### src/rtl/isa_pkg.sv
// isa_pkg: shared ISA definitions for the 9-bit core's encoder and decoder.
// Contents:
//   INSTR_W     - instruction word width
//   op_e        - 4-bit mnemonic codes in ISA order (15 is not a mnemonic)
//   OPC_*       - 3-bit major opcodes, instruction bits [8:6]
//   SUB_*       - 2-bit minor opcodes, instruction bits [1:0]
package isa_pkg;

  localparam int INSTR_W = 9;

  typedef enum logic [3:0] {
    OP_AND  = 4'd0,
    OP_SLT  = 4'd1,
    OP_OR   = 4'd2,
    OP_JR   = 4'd3,
    OP_LW   = 4'd4,
    OP_SW   = 4'd5,
    OP_ADD  = 4'd6,
    OP_ADDI = 4'd7,
    OP_TR   = 4'd8,
    OP_BEQ  = 4'd9,
    OP_SUB  = 4'd10,
    OP_SRL  = 4'd11,
    OP_SRA  = 4'd12,
    OP_SLL  = 4'd13,
    OP_HALT = 4'd14,
    OP_BAD  = 4'd15
  } op_e;

  localparam logic [2:0] OPC_ALU   = 3'b000;
  localparam logic [2:0] OPC_MEM   = 3'b001;
  localparam logic [2:0] OPC_ADD   = 3'b010;
  localparam logic [2:0] OPC_ADDI  = 3'b011;
  localparam logic [2:0] OPC_TR    = 3'b100;
  localparam logic [2:0] OPC_BEQ   = 3'b101;
  localparam logic [2:0] OPC_SUB   = 3'b110;
  localparam logic [2:0] OPC_SHIFT = 3'b111;

  localparam logic [1:0] SUB_AND  = 2'b00;
  localparam logic [1:0] SUB_SLT  = 2'b01;
  localparam logic [1:0] SUB_OR   = 2'b10;
  localparam logic [1:0] SUB_JR   = 2'b11;
  localparam logic [1:0] SUB_LW   = 2'b00;
  localparam logic [1:0] SUB_SW   = 2'b01;
  localparam logic [1:0] SUB_SRL  = 2'b00;
  localparam logic [1:0] SUB_SRA  = 2'b01;
  localparam logic [1:0] SUB_SLL  = 2'b10;
  localparam logic [1:0] SUB_HALT = 2'b11;

endpackage

### src/rtl/instr_stream_encoder_if.sv
// instr_stream_encoder_if: mnemonic-plus-field beat stream into the encoder.
// Signals:
//   in_valid  - source has a beat on in_op/in_fa/in_fb/in_fc
//   in_ready  - sink can take a beat this cycle
//   in_op     - mnemonic code (op_e)
//   in_fa     - field A: rs [1:0], or TR destination [2:0]
//   in_fb     - field B: rt/rd [1:0], or TR source [2:0]
//   in_fc     - field C: rd (ADD/SUB) or imm (ADDI)
// Handshake: a beat transfers on a rising clk edge where in_valid and
// in_ready are both 1. in_ready may fall without a transfer; the source
// holds its beat stable while in_valid=1 and in_ready=0.
interface instr_stream_encoder_if;
  logic       in_valid;
  logic       in_ready;
  logic [3:0] in_op;
  logic [2:0] in_fa;
  logic [2:0] in_fb;
  logic [1:0] in_fc;

  modport master (
    output in_valid, in_op, in_fa, in_fb, in_fc,
    input  in_ready
  );

  modport slave (
    input  in_valid, in_op, in_fa, in_fb, in_fc,
    output in_ready
  );
endinterface

### src/rtl/instr_encode.sv
// instr_encode: purely combinational mnemonic-to-ISA-word packer.
// Ports:
//   op      in  4        mnemonic code (op_e)
//   fa      in  3        field A
//   fb      in  3        field B
//   fc      in  2        field C
//   word    out INSTR_W  packed instruction {opcode[8:6], bits[5:0]}
//   illegal out 1        op is not a mnemonic; word is 0
// Field bits a given format does not use are ignored.
module instr_encode
  import isa_pkg::*;
(
  input  logic [3:0]         op,
  input  logic [2:0]         fa,
  input  logic [2:0]         fb,
  input  logic [1:0]         fc,
  output logic [INSTR_W-1:0] word,
  output logic               illegal
);

  always_comb begin
    word    = '0;
    illegal = 1'b0;
    case (op)
      OP_AND:  word = {OPC_ALU,   fa[1:0], fb[1:0], SUB_AND};
      OP_SLT:  word = {OPC_ALU,   fa[1:0], fb[1:0], SUB_SLT};
      OP_OR:   word = {OPC_ALU,   fa[1:0], fb[1:0], SUB_OR};
      OP_JR:   word = {OPC_ALU,   fa[1:0], fb[1:0], SUB_JR};
      OP_LW:   word = {OPC_MEM,   fa[1:0], fb[1:0], SUB_LW};
      OP_SW:   word = {OPC_MEM,   fa[1:0], fb[1:0], SUB_SW};
      OP_ADD:  word = {OPC_ADD,   fa[1:0], fb[1:0], fc};
      OP_ADDI: word = {OPC_ADDI,  fa[1:0], 2'b00,   fc};
      OP_TR:   word = {OPC_TR,    fa,      fb};
      OP_BEQ:  word = {OPC_BEQ,   fa[1:0], fb[1:0], 2'b00};
      OP_SUB:  word = {OPC_SUB,   fa[1:0], fb[1:0], fc};
      OP_SRL:  word = {OPC_SHIFT, fa[1:0], fb[1:0], SUB_SRL};
      OP_SRA:  word = {OPC_SHIFT, fa[1:0], fb[1:0], SUB_SRA};
      OP_SLL:  word = {OPC_SHIFT, fa[1:0], fb[1:0], SUB_SLL};
      // HALT shares the shift opcode with zeroed register fields.
      OP_HALT: word = {OPC_SHIFT, 4'b0000, SUB_HALT};
      default: illegal = 1'b1;
    endcase
  end

endmodule

### src/rtl/instr_stream_encoder.sv
// instr_stream_encoder: packs a stream of mnemonic beats into 9-bit ISA
// words and writes them to consecutive instruction memory addresses,
// starting at a base address captured on start.
// Ports:
//   clk, rst_n  clock, asynchronous active-low reset
//   start       one-cycle pulse: begin a new session (wins over any beat)
//   base_addr   first write address, sampled on start
//   in_if       beat stream (slave side)
//   imem_we     write strobe, one cycle after the beat was accepted
//   imem_addr   write address = base + count, wrapping modulo 2^ADDR_W
//   imem_wdata  encoded word
//   busy        session is loading
//   done        pulse alongside the HALT word's write
//   err         sticky: illegal mnemonic or overflow; cleared by start
//   count       words written this session
//   state_dbg   current FSM state
module instr_stream_encoder
  import isa_pkg::*;
#(
  parameter int ADDR_W = 8,
  parameter int DEPTH  = 256
) (
  input  logic               clk,
  input  logic               rst_n,
  input  logic               start,
  input  logic [ADDR_W-1:0]  base_addr,
  instr_stream_encoder_if.slave in_if,
  output logic               imem_we,
  output logic [ADDR_W-1:0]  imem_addr,
  output logic [INSTR_W-1:0] imem_wdata,
  output logic               busy,
  output logic               done,
  output logic               err,
  output logic [ADDR_W:0]    count,
  output logic [1:0]         state_dbg
);

  localparam logic [1:0] ST_IDLE = 2'd0;
  localparam logic [1:0] ST_LOAD = 2'd1;
  localparam logic [1:0] ST_ERR  = 2'd2;

  localparam logic [ADDR_W:0] DEPTH_C = (ADDR_W+1)'(DEPTH);
  localparam logic [ADDR_W:0] ONE_C   = (ADDR_W+1)'(1);

  logic [1:0]         state;
  logic [ADDR_W-1:0]  base_q;
  logic [INSTR_W-1:0] enc_word;
  logic               enc_illegal;
  logic               accept;
  logic               overflow;
  logic               is_halt;
  logic [ADDR_W-1:0]  wr_addr;

  instr_encode u_encode (
    .op      (in_if.in_op),
    .fa      (in_if.in_fa),
    .fb      (in_if.in_fb),
    .fc      (in_if.in_fc),
    .word    (enc_word),
    .illegal (enc_illegal)
  );

  // A beat offered in the same cycle as start is refused so the new
  // session always begins from an empty count.
  assign in_if.in_ready = (state == ST_LOAD) & ~start;
  assign accept         = in_if.in_valid & in_if.in_ready;
  assign overflow       = (count == DEPTH_C);
  assign is_halt        = (in_if.in_op == OP_HALT);
  // Address arithmetic is ADDR_W wide so it wraps silently.
  assign wr_addr        = base_q + count[ADDR_W-1:0];

  assign busy      = (state == ST_LOAD);
  assign state_dbg = state;

  always_ff @(posedge clk or negedge rst_n) begin
    if (!rst_n) begin
      state      <= ST_IDLE;
      base_q     <= '0;
      count      <= '0;
      err        <= 1'b0;
      imem_we    <= 1'b0;
      imem_addr  <= '0;
      imem_wdata <= '0;
      done       <= 1'b0;
    end else begin
      imem_we <= 1'b0;
      done    <= 1'b0;
      if (start) begin
        // Any write registered last cycle is already on the outputs and
        // completes at its old address; only future writes move.
        state  <= ST_LOAD;
        count  <= '0;
        err    <= 1'b0;
        base_q <= base_addr;
      end else if (accept) begin
        if (enc_illegal || overflow) begin
          state <= ST_ERR;
          err   <= 1'b1;
        end else begin
          imem_we    <= 1'b1;
          imem_addr  <= wr_addr;
          imem_wdata <= enc_word;
          count      <= count + ONE_C;
          if (is_halt) begin
            done  <= 1'b1;
            state <= ST_IDLE;
          end
        end
      end
    end
  end

endmodule
### src/flat_wrapper.sv
// flat-port wrapper written by rule: the top's interface ports become plain ports
module instr_stream_encoder_flat import isa_pkg::*;
#(
  parameter int ADDR_W = 8,
  parameter int DEPTH  = 256
)
  (clk, rst_n, start, base_addr, imem_we, imem_addr, imem_wdata, busy, done, err, count, state_dbg, in_if_in_valid, in_if_in_op, in_if_in_fa, in_if_in_fb, in_if_in_fc, in_if_in_ready);
  instr_stream_encoder_if in_if_i ();
  input  logic clk;
  input  logic rst_n;
  input  logic start;
  input  logic [ADDR_W-1:0] base_addr;
  output logic imem_we;
  output logic [ADDR_W-1:0] imem_addr;
  output logic [INSTR_W-1:0] imem_wdata;
  output logic busy;
  output logic done;
  output logic err;
  output logic [ADDR_W:0] count;
  output logic [1:0] state_dbg;
  input wire logic [$bits(in_if_i.in_valid)-1:0] in_if_in_valid;
  input wire logic [$bits(in_if_i.in_op)-1:0] in_if_in_op;
  input wire logic [$bits(in_if_i.in_fa)-1:0] in_if_in_fa;
  input wire logic [$bits(in_if_i.in_fb)-1:0] in_if_in_fb;
  input wire logic [$bits(in_if_i.in_fc)-1:0] in_if_in_fc;
  output wire logic [$bits(in_if_i.in_ready)-1:0] in_if_in_ready;
  assign in_if_i.in_valid = in_if_in_valid;
  assign in_if_i.in_op = in_if_in_op;
  assign in_if_i.in_fa = in_if_in_fa;
  assign in_if_i.in_fb = in_if_in_fb;
  assign in_if_i.in_fc = in_if_in_fc;
  assign in_if_in_ready = in_if_i.in_ready;
  instr_stream_encoder #(.ADDR_W(ADDR_W), .DEPTH(DEPTH)) u_core (.clk(clk), .rst_n(rst_n), .start(start), .base_addr(base_addr), .in_if(in_if_i), .imem_we(imem_we), .imem_addr(imem_addr), .imem_wdata(imem_wdata), .busy(busy), .done(done), .err(err), .count(count), .state_dbg(state_dbg));
endmodule
### config.mk
export PLATFORM = sky130hd
export DESIGN_NAME = instr_stream_encoder_flat
export DESIGN_NICKNAME = d
export VERILOG_FILES = /design/src/rtl/isa_pkg.sv /design/src/rtl/instr_stream_encoder_if.sv /design/src/rtl/instr_encode.sv /design/src/rtl/instr_stream_encoder.sv /design/src/flat_wrapper.sv
export SDC_FILE = /design/constraint.sdc
export NUM_CORES = 1
export LEC_CHECK = 0
export CAP_MARGIN = 0
export CORE_MARGIN = 10
export CORE_UTILIZATION = 40
export DETAILED_ROUTE_END_ITERATION = 12
export DONT_BUFFER_PORTS = 1
export PLACE_DENSITY = 0.56
export RECOVER_POWER = 25
export SLEW_MARGIN = 10
export SYNTH_ARGS = -nofsm -noshare
export SYNTH_HDL_FRONTEND = slang
export SYNTH_SLANG_ARGS = --single-unit
### constraint.sdc
create_clock -name clk -period 3.2 [get_ports clk]
set_input_delay 0.32 -clock clk [delete_from_list [all_inputs] [get_ports clk]]
set_output_delay 0.32 -clock clk [all_outputs]
set_load 0.02 [all_outputs]
Yosys cells after proc, flatten, opt, wreduce, memory -nomap -nowiden
Index checks and enable logic that the tools add are counted.
- bits in registers: 39
- logic and storage cells: 60
- $add $sub $neg: 2
- equality and inequality tests: 17
- muxes and demuxes: 19
- bitwise operators: 4
- reduce and logical (&&, ||, !) cells: 10
- operators by type and width (cell ; count):
    one-hot mux 9 bit (15 select lines) ; 1
    == test 4 bit, second input constant ; 7
    2-to-1 mux 9 bit ; 3
    == test 4 x 3 -> 1 bit, second input constant ; 4
    OR reduction 15 bit ; 1
    2-to-1 mux 1 bit ; 11
    adder 9 x 1 -> 9 bit, second input constant ; 1
    == test 9 bit, second input constant ; 1
    adder 8 bit ; 1
    == test 4 x 2 -> 1 bit, second input constant ; 2
    2-to-1 mux 2 bit ; 4
    AND reduction 2 bit ; 3
    == test 4 x 1 -> 1 bit, second input constant ; 1
    logical NOT 4 bit ; 1
    nonzero test 2 bit ; 2
    AND reduction 3 bit ; 1
    nonzero test 3 bit ; 1
    bitwise AND 1 bit ; 2
    == test 2 x 1 -> 1 bit, second input constant ; 1
    inequality test 2 bit, second input constant ; 1
    NOT 1 bit ; 2
    logical OR 1 bit ; 1

Logic depth before layout (Yosys ltp)
- word-level depth: 7
- gate-level depth with buffers: 7

Hierarchy
Synthesis repeated with hierarchy kept, for this count alone.
- cell total of the unflattened synthesis: 229
- area, all modules: 2230.9 µm²
- modules (own cells, without submodules) (module ; times used ; cells each ; area each (µm²) ; sequential area each (µm²)):
    instr_stream_encoder ; 1 ; 186 ; 1935.6 ; 975.9
    instr_encode ; 1 ; 43 ; 295.3 ; 0.0

Worst setup path after synthesis
Ideal clock, no wire load.
- path type: flip-flop to flip-flop
- from: reg u_core.count[0]
- to: reg u_core.imem_addr[6]
- arrival time: 1876 ps
- data required time: 3105 ps
- setup slack: 1229 ps
- cell stages (with the launch flop): 7
- path through: dfrtp_1 > ha_1 > fa_1 > a211oi_1 > o21ai_0 > and3_1 > o31ai_1
- word-level cells in the longest chain between the ends: 4
- elaborated cells on any way between the ends: 5
- classes of those cells: add/sub (1); eq/ne (1); bitwise (1); reduce/logical (2)
- ends and longest elaborated chain (element ; line ; RTL):
    from (decl) ; instr_stream_encoder.sv:34 ; output logic [ADDR_W:0] count,
    from (signal assigned) ; instr_stream_encoder.sv:103 ; count <= count + ONE_C;
    branches (longest 4 deep; another with adder 8 bit) ; n/a ;
    to (signal assigned) ; instr_stream_encoder.sv:101 ; imem_addr <= wr_addr;
    to (decl) ; instr_stream_encoder.sv:29 ; output logic [ADDR_W-1:0] imem_addr,
Several ways; the timed one is not identified.
A chain may end at the register's enable or synchronous reset.

Worst setup path in the final report
- from: reg u_core.state[0] (netlist: u_core.state_dbg[0])
- to: reg u_core.imem_addr[5]
- word-level cells in the longest chain between the ends: 4
- ends and longest elaborated chain (element ; line ; RTL):
    from (decl) ; instr_stream_encoder.sv:45 ; logic [1:0] state;
    from (signal assigned) ; instr_stream_encoder.sv:77 ; state <= ST_IDLE;
    from (signal assigned) ; instr_stream_encoder.sv:91 ; state <= ST_LOAD;
    from (signal assigned) ; instr_stream_encoder.sv:97 ; state <= ST_ERR;
    == test 2 x 1 -> 1 bit ; instr_stream_encoder.sv:65 ; assign in_if.in_ready = (state == ST_LOAD) & ~start;
    bitwise AND 1 bit ; instr_stream_encoder.sv:65 ;
    net in_if_in_ready ; flat_wrapper.sv:26 ; output wire logic [$bits(in_if_i.in_ready)-1:0] in_if_in_ready;
    bitwise AND 1 bit ; instr_stream_encoder.sv:66 ; assign accept = in_if.in_valid & in_if.in_ready;
    AND reduction 3 bit (no source line) ; n/a ;
The timed path passes the listed nets, and every way through them passes these cells.

==> flow_summary.ini <==
[layout]
final_nets = 245
layout.filler_cells = 481
post-route-cell-area_um2 = 2340
n_antenna_cell = 0
post_route_cells_drive_above_1_share = 0.108
fin_util = 0.453
flow.area_growth_from_synthesis_pct = 8.33

[status]
violations = max-capacitance violations, max-slew violations
status = complete, but fails checks

[worst_setup_path]
worst_setup_path_start_kind = flip-flop
crit-reg2reg-launch = u_core.state_dbg[0]$_DFFE_PN0P_
arrival_ps = 2600
crit_path_end = u_core.imem_addr[5]$_DFFE_PN0P_
worst-path-max-fanout = 21
criticalPathCategory = reg -> reg
worst_r2r_path_depth = 5
worst_ep_required_ps = 3370
worst_r2r_setup_slack_ps = 770
critical_path.reg2reg.endpoint = u_core.imem_addr[5]$_DFFE_PN0P_
crit_start = u_core.state_dbg[0]$_DFFE_PN0P_
type_of_element_capturing_the_critical_path = flip-flop

[timing]
maxSlewViolCount = 40
rsz0062_at_grt = false
finalSetupTns_ps = 0
fmax_mhz = 411
timing.clock.skew_ps = 4.89
report.final.hold_viol_count = 0
final-setup-viol-count = 0
slew_headroom = -0.352
finalCriticalPeriod_ps = 2430
final.period_utilization = 0.760
slew_at_the_pin_with_the_worst_max_slew_slack_ps = 2030

[placed_design]
placed_area_um2 = 2210
gpl.final_weighted_congestion = 0.804
place.port_buffers = 0
detailed_place_hpwl_mm = 3.86

[pwr]
power_density_nw_per_um2 = 540
peakVddDrop_v = 0.000314
static-leakage-power_nw = 1.02

[floorplan]
top_level_ports = 57
die_h_um = 93.5
core-area_um2 = 5170
floorplan.initialDensity = 0.418
rows = 26
dieArea_um2 = 8750
dieWidth_um = 93.5

[cts]
clk_pin_slew_ps = 80
cts_num_sinks = 39
numCtsBuffers = 5
htree_levels = 2
clockBufferDepth = 2
clk_root_buffer_cell = sky130_fd_sc_hd__clkbuf_8
cts.repair.resized = 0
worst_skew_pair.late_latency_ps = 290
cts_tree = done

[logic_synthesis]
net_count_synth = 246
synth_sequential_area_ratio = 0.451
synthDominantAreaCellType = sky130_fd_sc_hd__dfrtp_1
synth-compound-area-share = 0.191
yosys_reg_bits = 39
synthDominantCellAreaShare = 0.451
synthXorXnorAreaFrac = 0.0162
ys.flop_type = sky130_fd_sc_hd__dfrtp_1
asyncSetResetFlopFracSynth = 1.00
ys_warn_count = 0
largest_family_of_logic_cells_by_synthesized_area = compound AO/OA/AOI/OAI gates
syn_inst = 212
post_synthesis_instance_area_um2 = 2160
synth_fa_ha_area_frac = 0.0613
distinct_cells_synth = 45
synth_area_leaders = sky130_fd_sc_hd__dfrtp_1, sky130_fd_sc_hd__mux2_1, sky130_fd_sc_hd__ha_1, sky130_fd_sc_hd__o21ai_1, sky130_fd_sc_hd__mux2_2
post_synth_and_or_nand_nor_area_fraction = 0.134
synth_edf_count = 0
syn_area_per_cell_um2 = 10.2
muxShareOfSynthArea = 0.108

[route]
detailed_route_wire_length_per_cell_um = 18.3
routed_via_density = 5.68
route.antenna.remaining_nets = 0
routed_via_count = 1602
violation_count_after_the_first_detailed_routing_iteration = 98
dr.pass1.iters = 4
routed_wirelength_mm = 5.16
drt_drc_violations_left = 0

[grt]
globalRoute.totalOverflow = 0
gr-usage-all-layers = 0.120
number_of_antenna_violations_at_the_first_check_in_global_routing = 0
first_global_vias = 1561
largest_net_degree_at_the_start_of_global_routing = 40
grt_pass1_wl_mm = 8.48

[worst_hold_path]
timing.hold.worst.class = in -> reg

[flow_run]
cap_viol_max_count = 1
-- state kept, by name (all words and copies together) (netlist names) --
signal and count:
u_core.count 9, u_core.err 1, u_core.imem_addr 8, u_core.done 1, u_core.imem_we 1, u_core.imem_wdata 9, u_core.state_dbg 2, u_core.base_q 8
-- cell families (layout without fill, tap and decap cells) --
family,after synthesis,in the layout
buf+inv,20,20
fa+ha+maj,10,10
compound gates,66,66
mux,21,21
simple gates,52,52
flops,39,39
xor+xnor,4,4
-- cell usage after synthesis, drive strengths merged (2+ instances only) --
master	number
dfrtp	39
o21ai	28
mux2	19
nor2	15
a21oi	9
ha	9
inv	8
nor2b	7
buf	6
clkbuf	6
nor4	6
a21o	5
nand2	5
o31ai	5
a22oi	4
a211oi	3
nand3	3
o211ai	3
or2	3
a31oi	2
and3	2
and4	2
mux2i	2
nand2b	2
nor3	2
nor4b	2
o22ai	2
xnor2	2
xor2	2
-- power breakdown --
part           total [W]  internal (W)  switching (W)
combinational   0.000161     0.0000787      0.0000826
sequential      0.000681      0.000556       0.000125
clock           0.000424      0.000252       0.000171
-- critical path, stage by stage, from the launching register on --
cell and delay (ps):
sky130_fd_sc_hd__dfrtp_1 520, sky130_fd_sc_hd__nor3b_2 490, sky130_fd_sc_hd__nand2_1 110, sky130_fd_sc_hd__buf_4 220
sky130_fd_sc_hd__or2_1 540, sky130_fd_sc_hd__mux2_1 430
-- metal layers --
metal,GRT usage,part of all wire,vias to the layer above
met5,0,0,-
met1,0.143,0.41,768
met4,0.0354,0.016,0
li1,-,-,778
met3,0.0703,0.12,10
met2,0.180,0.45,46
-- worst min path at each step --
stage / cells after the start / slack (ps) / end / startpoint
after global routing: 1 / 70 / u_core.err$_DFFE_PN0P_ / start
final: 1 / 90 / u_core.count[2]$_DFFE_PN0P_ / start
after detailed placement: 0 / 30 / u_core.done$_DFF_PN0_ / rst_n
after CTS: 1 / 80 / u_core.count[2]$_DFFE_PN0P_ / start
after floorplan: 0 / 20 / u_core.base_q[0]$_DFFE_PN0P_ / rst_n
after global placement: 0 / 30 / u_core.done$_DFF_PN0_ / rst_n
-- cell type report --
cell class / count / area (µm²) / share of cell area
clock buffer: 6 / 82.6 / 0.0352
multi-input combinational: 153 / 1100 / 0.471
sequential: 39 / 976 / 0.416
inverter: 8 / 30.0 / 0.0128
tap: 70 / 87.6 / 0.0374
clock inverter: 2 / 35.0 / 0.0149
timing repair buffer: 4 / 28.8 / 0.0123
-- stage by stage --
step	total power (W)	cells	worst slack [ps]	hold WS (ps)
2_1_floorplan	0.000807	212	1230	24.4
3_3_place_gp	0.000843	272	807	25.7
3_5_place_dp	0.000848	272	752	25.7
4_1_cts	0.00129	282	728	78.5
5_1_grt	0.00135	282	384	70.2
6_report	0.00127	282	769	87.3
-- repair_timing --
item	CTS	global route
hold buffers	2	0
buffers inserted	0	0
hold endpoints to repair	39	0
-- placed cells by master (no fill, tap or decap), types with 3 or more instances in the layout --
| master | count |
|---|---|
| sky130_fd_sc_hd__a22oi_1 | 4 |
| sky130_fd_sc_hd__clkbuf_8 | 6 |
| sky130_fd_sc_hd__nand3_1 | 3 |
| sky130_fd_sc_hd__ha_1 | 9 |
| sky130_fd_sc_hd__nor2b_1 | 7 |
| sky130_fd_sc_hd__o31ai_1 | 5 |
| sky130_fd_sc_hd__o211ai_1 | 3 |
| sky130_fd_sc_hd__mux2_2 | 8 |
| sky130_fd_sc_hd__nand2_1 | 5 |
| sky130_fd_sc_hd__mux2_1 | 11 |
| sky130_fd_sc_hd__nor2_1 | 15 |
| sky130_fd_sc_hd__o21ai_1 | 22 |
| sky130_fd_sc_hd__nor4_1 | 6 |
| sky130_fd_sc_hd__inv_1 | 6 |
| sky130_fd_sc_hd__a211oi_1 | 3 |
| sky130_fd_sc_hd__a21oi_1 | 9 |
| sky130_fd_sc_hd__a21o_1 | 5 |
| sky130_fd_sc_hd__dfrtp_1 | 39 |
| sky130_fd_sc_hd__o21ai_0 | 6 |
Note: power is estimated with default switching activity, not from simulation.
==> edit 1, RTL diff (same settings) <==
Make the reset (`rst_n`) synchronous in one clocked block. Comments in the files are not updated.
--- a/src/rtl/instr_stream_encoder.sv
+++ b/src/rtl/instr_stream_encoder.sv
@@ -74,3 +74,3 @@
 
-  always_ff @(posedge clk or negedge rst_n) begin
+  always_ff @(posedge clk) begin
     if (!rst_n) begin
Check against the original RTL: differs if rst_n is asserted again (counterexample within 4 cycles, from zero or initial values and one cycle with rst_n low); with rst_n held inactive, the same outputs for 10 cycles.
==> edit 1 against the unedited design <==
Setup slack improved by 89 ps. Wire length decreased by 0.81%. Global-route usage hardly changed. Critical endpoint is now u_core.imem_addr[7]$_SDFFE_PN0P_. Fmax is 3.8% higher. Sequential cell count unchanged. Area after synthesis down 2.4%. Hold slack improved by 74 ps. Design area decreased by 4.0%.
Power is not compared: it rests on default switching activity, and its combinational part moved more than twofold at a synthesized area within 25%.
==> edit 1: results (changes against the unedited design) <==
status=complete, no violations; Repair and plain buffers=3 (-1); DP Worst Slack=870 ps (+118 ps); Setup crit start=u_core.count[1]$_SDFFE_PP0P_; DP Cell Count=304 (+12%); dpl hpwl=3840 um (-0.55%); xor-xnor portion of the synthesized cell area=0.0332 (+0.0170); post-synthesis adder-cell area fraction=0.0628 (+0.00153); Largest stage delay, worst path=580 ps (+40 ps); R2R Setup Slk=860 ps (+90 ps); Final Skew=6.98 ps (+2.09 ps); post-synthesis mux area share=0.0379 (-0.0702); Placed Area=2150 um^2 (-2.8%); Met2 Wirelength=2280 um (-2.0%); leakage power=0.843 nW; Commonest cells post-synth=39 x dfxtp_1, 22 x a21oi_1, 18 x o21ai_0, 17 x nand2_1; Max VDD drop=0.165 mV; GP Congestion=0.738 (-8.1%); CP endpoint=u_core.imem_addr[7]$_SDFFE_PN0P_; post-synthesis net count=279 (+13%); initial drt markers=72 (-27%); slowest CP cell=a211o_1; RR Endpoint=u_core.imem_addr[7]$_SDFFE_PN0P_; Max Slew Vio Count=0 (-100%); DR WL met3=568 um (-8.8%); worst-path fanout max=17 (-19%); layout cells sized above 1=0.0620 (-0.0465); NonClk Buf Share=0.0100 (-0.00227); root buf cell=clkbuf_8; first-pass GRT wire length=8350 um (-1.5%); Synth Instances=245 (+16%); met2 Usage GRT=0.184 (+0.00372); CP arrival=2550 ps (-50 ps); clock buffer count=8 (+2); Slew headroom=0.552 (+0.904); routed vias=1662 (+3.7%); CP top delay family=compound AO/OA/AOI/OAI gates; final instance area=2250 um^2 (-4.0%); Area contributors post-synth=dfxtp_1 37%, ha_1 5.3%, a21oi_1 5.2%, o21ai_0 4.3%, nor2b_1 3.9%; Multi-input comb cells=181 (+18%); initial antenna violation count=0 (unchanged); total area of sequential cells=781 um^2 (-20%); invs w/o clock=11 (+3); Distinct cells, synth=47 (+4.4%); met3 usage=0.0710 (+0.000681); clk cell area share=0.0445 (-0.00569); gr usage total=0.120 (about the same); post-DR wirelength/cell=16.4 um (-10%); vias in the first global route=1630 (+4.4%); routing usage on met1=0.138 (-0.00511); asr flop ratio synth=0 (-1.00); post-synthesis compound-gate area fraction=0.236 (+0.0451); largest net degree at the start of global routing=32 (-20%); Post-synth top flop=dfxtp_1; worst r2r path cells=7 (+2); met1 wire length=2200 um (+3.6%); DRT Wirelength=5120 um (-0.81%); fraction of area in multi-input gates=0.541 (+0.0703); largest family of logic cells by synthesized area=compound AO/OA/AOI/OAI gates; # fillers=530 (+10%)
==> edit 1: cell count changes after synthesis, moves of 6 or more <==
cell / change
o21ai_1: -22
mux2_2: -8
nor2b_1: +6
nand2_1: +12
mux2_1: -11
mux2i_1: +6
o21ai_0: +12
a21boi_0: +6
a21oi_1: +13
dfxtp_1: +39
nand3_1: +10
dfrtp_1: -39
==> edit 1: how the worst min path moves through the flow <==
stage / start / endpoint / slack (ps) / depth (start not counted)
floorplan: u_core.base_q[0]$_SDFFE_PN0P_ / u_core.base_q[0]$_SDFFE_PN0P_ / 490 / 2
global placement: rst_n / u_core.base_q[1]$_SDFFE_PN0P_ / 460 / 1
detailed placement: rst_n / u_core.base_q[4]$_SDFFE_PN0P_ / 460 / 1
CTS: rst_n / u_core.imem_wdata[7]$_SDFFE_PN0P_ / 150 / 1
global route: rst_n / u_core.imem_addr[1]$_SDFFE_PN0P_ / 150 / 1
finish: rst_n / u_core.base_q[7]$_SDFFE_PN0P_ / 160 / 1
==> edit 2, RTL diff (same settings) <==
Without the edit above. `DEPTH` is set to 256 in 2 places; all go to 192.
--- a/src/rtl/instr_stream_encoder.sv
+++ b/src/rtl/instr_stream_encoder.sv
@@ -20,3 +20,3 @@
   parameter int ADDR_W = 8,
-  parameter int DEPTH  = 256
+  parameter int DEPTH  = 192
 ) (
--- a/src/flat_wrapper.sv
+++ b/src/flat_wrapper.sv
@@ -4,3 +4,3 @@
   parameter int ADDR_W = 8,
-  parameter int DEPTH  = 256
+  parameter int DEPTH  = 192
 )
Check against the original RTL: no difference found for any inputs over 10 cycles, from zero or initial values and one cycle with rst_n low; that may be too few to reach the edited logic, so the function may still have changed.
==> edit 2 against the unedited design <==
Wire length rose by 2.3%. Area after synthesis down 0.35%. Critical endpoint is now u_core.imem_addr[1]$_DFFE_PN0P_. Count of clock-buffer cells in the layout rose by 1. Design area down 2.0%. Hold slack got worse by 1.8 ps. Clock skew grew 1.8 ps. Sequential power shrank 1%. Synthesized cell count down 2.8%. Sequential cell count did not move. Die area is 0.27% lower. Critical path type unchanged. Power fell by 7.9%. Utilization down 0.89 points. Setup slack better by 82 ps.
==> edit 2: results (changes against the unedited design) <==
status=complete, no violations; GP Congestion=0.817 (+1.6%); Hold-fix buffers, CTS=2 (unchanged); Setup crit start=u_core.count[1]$_DFFE_PN0P_; layout cells sized above 1=0.146 (+0.0371); yosys warns=0 (unchanged); switching share of total power=0.316 (+0.0167); DR WL met3=493 um (-21%); Area contributors post-synth=dfrtp_1 45%, o21ai_0 7.4%, ha_1 5.2%, mux2_2 5.2%, mux2_4 2.8%; Commonest cells post-synth=39 x dfrtp_1, 32 x o21ai_0, 11 x a21oi_1, 11 x inv_1, 10 x mux2_2; post-synthesis adder-cell area fraction=0.0615 (+0.000213); Setup Buffers After CTS=0 (unchanged); met3 usage=0.0584 (-0.0120); largest net degree at the start of global routing=40 (unchanged); biggest regs=u_core.count x9, u_core.imem_wdata x9; Distinct cells, synth=46 (+2.2%); slowest CP cell=dfrtp_1; clock latency on the worst-skew pair=290 ps (about the same); post-synthesis compound-gate area fraction=0.203 (+0.0117); met1 wire length=2330 um (+9.6%); vias in the first global route=1593 (+2.0%); gr usage total=0.125 (+0.00445); CP top delay family=simple AND/OR/NAND/NOR gates; initial drt markers=114 (+16%); post-synthesis mux area share=0.0847 (-0.0234); routing usage on met1=0.157 (+0.0135); Min-Delay Startpoint=start; initial antenna violation count=0 (unchanged); post-DR wirelength/cell=19.1 um (+4.5%); met2 Usage GRT=0.191 (+0.0110); DP Cell Count=266 (-2.2%); CTS Buf Count=5 (unchanged); Met2 Wirelength=2420 um (+3.9%); xor-xnor portion of the synthesized cell area=0.0244 (+0.00818); DR pass1 iterations=4 (unchanged); leakage power=1.01 nW (-1.0%); Final Skew=6.69 ps (+1.80 ps); RR Endpoint=u_core.imem_addr[1]$_DFFE_PN0P_; Tightest Pin Transition=963 ps (-1060 ps); dpl hpwl=3800 um (-1.6%); # resized after CTS=0 (unchanged); DRT Wirelength=5280 um (+2.3%); clock-pin slew on the worst setup and hold paths=80 ps (about the same); sequential area share after synthesis=0.453 (+0.00157); total congestion overflow=0 (unchanged); CP arrival=2530 ps (-70 ps); maximum clock path buffer count=2 (unchanged); first-pass GRT wire length=8740 um (+3.0%); I/O Buffers=0 (unchanged); Inserted Diodes=0 (unchanged); worst r2r path cells=6 (+1); R2R Setup Slk=850 ps (+80 ps); Worst Hold Depth=1 (unchanged); fin nets=239 (-2.4%); Max VDD drop=0.285 mV (-9.5%); Synth Instances=206 (-2.8%); worst-path fanout max=22 (+4.8%); vias per inst=5.63 (-0.82%)
[edit 2: changes by cell type after synthesis, sizes merged, moves of 3 or more]
cell	delta
mux2	-5
nor4	-4
nor2b	-5
nand4	+3
inv	+3
o21ai	+4
nand2	+3
nor2	-8
[edit 2: metrics by stage]
stage | power, mW | worst slack [ps] | utilization | hold slack, ps | area [um^2]
4_1_cts | 1.19 | 831 | 0.444 | 72.2 | 2300
5_1_grt | 1.25 | 718 | 0.444 | 65.9 | 2300
3_3_place_gp | 0.840 | 911 | 0.423 | 26.3 | 2190
2_1_floorplan | 0.809 | 1060 | - | 24.4 | 2160
3_5_place_dp | 0.845 | 847 | 0.423 | 26.3 | 2190
6_report | 1.17 | 851 | 0.444 | 85.4 | 2300
[edit 2: power by group through the flow]
stage	logic, mW	registers, mW	clock network [mW]
5_1_grt	0.196	0.685	0.365
3_3_place_gp	0.153	0.686	0
2_1_floorplan	0.146	0.664	0
4_1_cts	0.175	0.678	0.337
3_5_place_dp	0.158	0.687	0
6_report	0.172	0.673	0.320
[edit 2: worst max-delay path by stage]
| stage | to |
|---|---|
| finish | u_core.imem_addr[1]$_DFFE_PN0P_ |
| global route | u_core.imem_addr[1]$_DFFE_PN0P_ |
| CTS | u_core.imem_addr[0]$_DFFE_PN0P_ |
| detailed placement | u_core.imem_addr[1]$_DFFE_PN0P_ |
| global placement | u_core.imem_addr[0]$_DFFE_PN0P_ |
| floorplan | u_core.imem_addr[3]$_DFFE_PN0P_ |
[edit 2: cell type report]
class,instances,area [um^2]
timing repair buffer,3,37.5
sequential,39,976
tap,70,87.6
fill,499,2880
inverter,11,41.3
clock inverter,1,5.00
clock buffer,7,76.3
multi-input combinational,145,1070
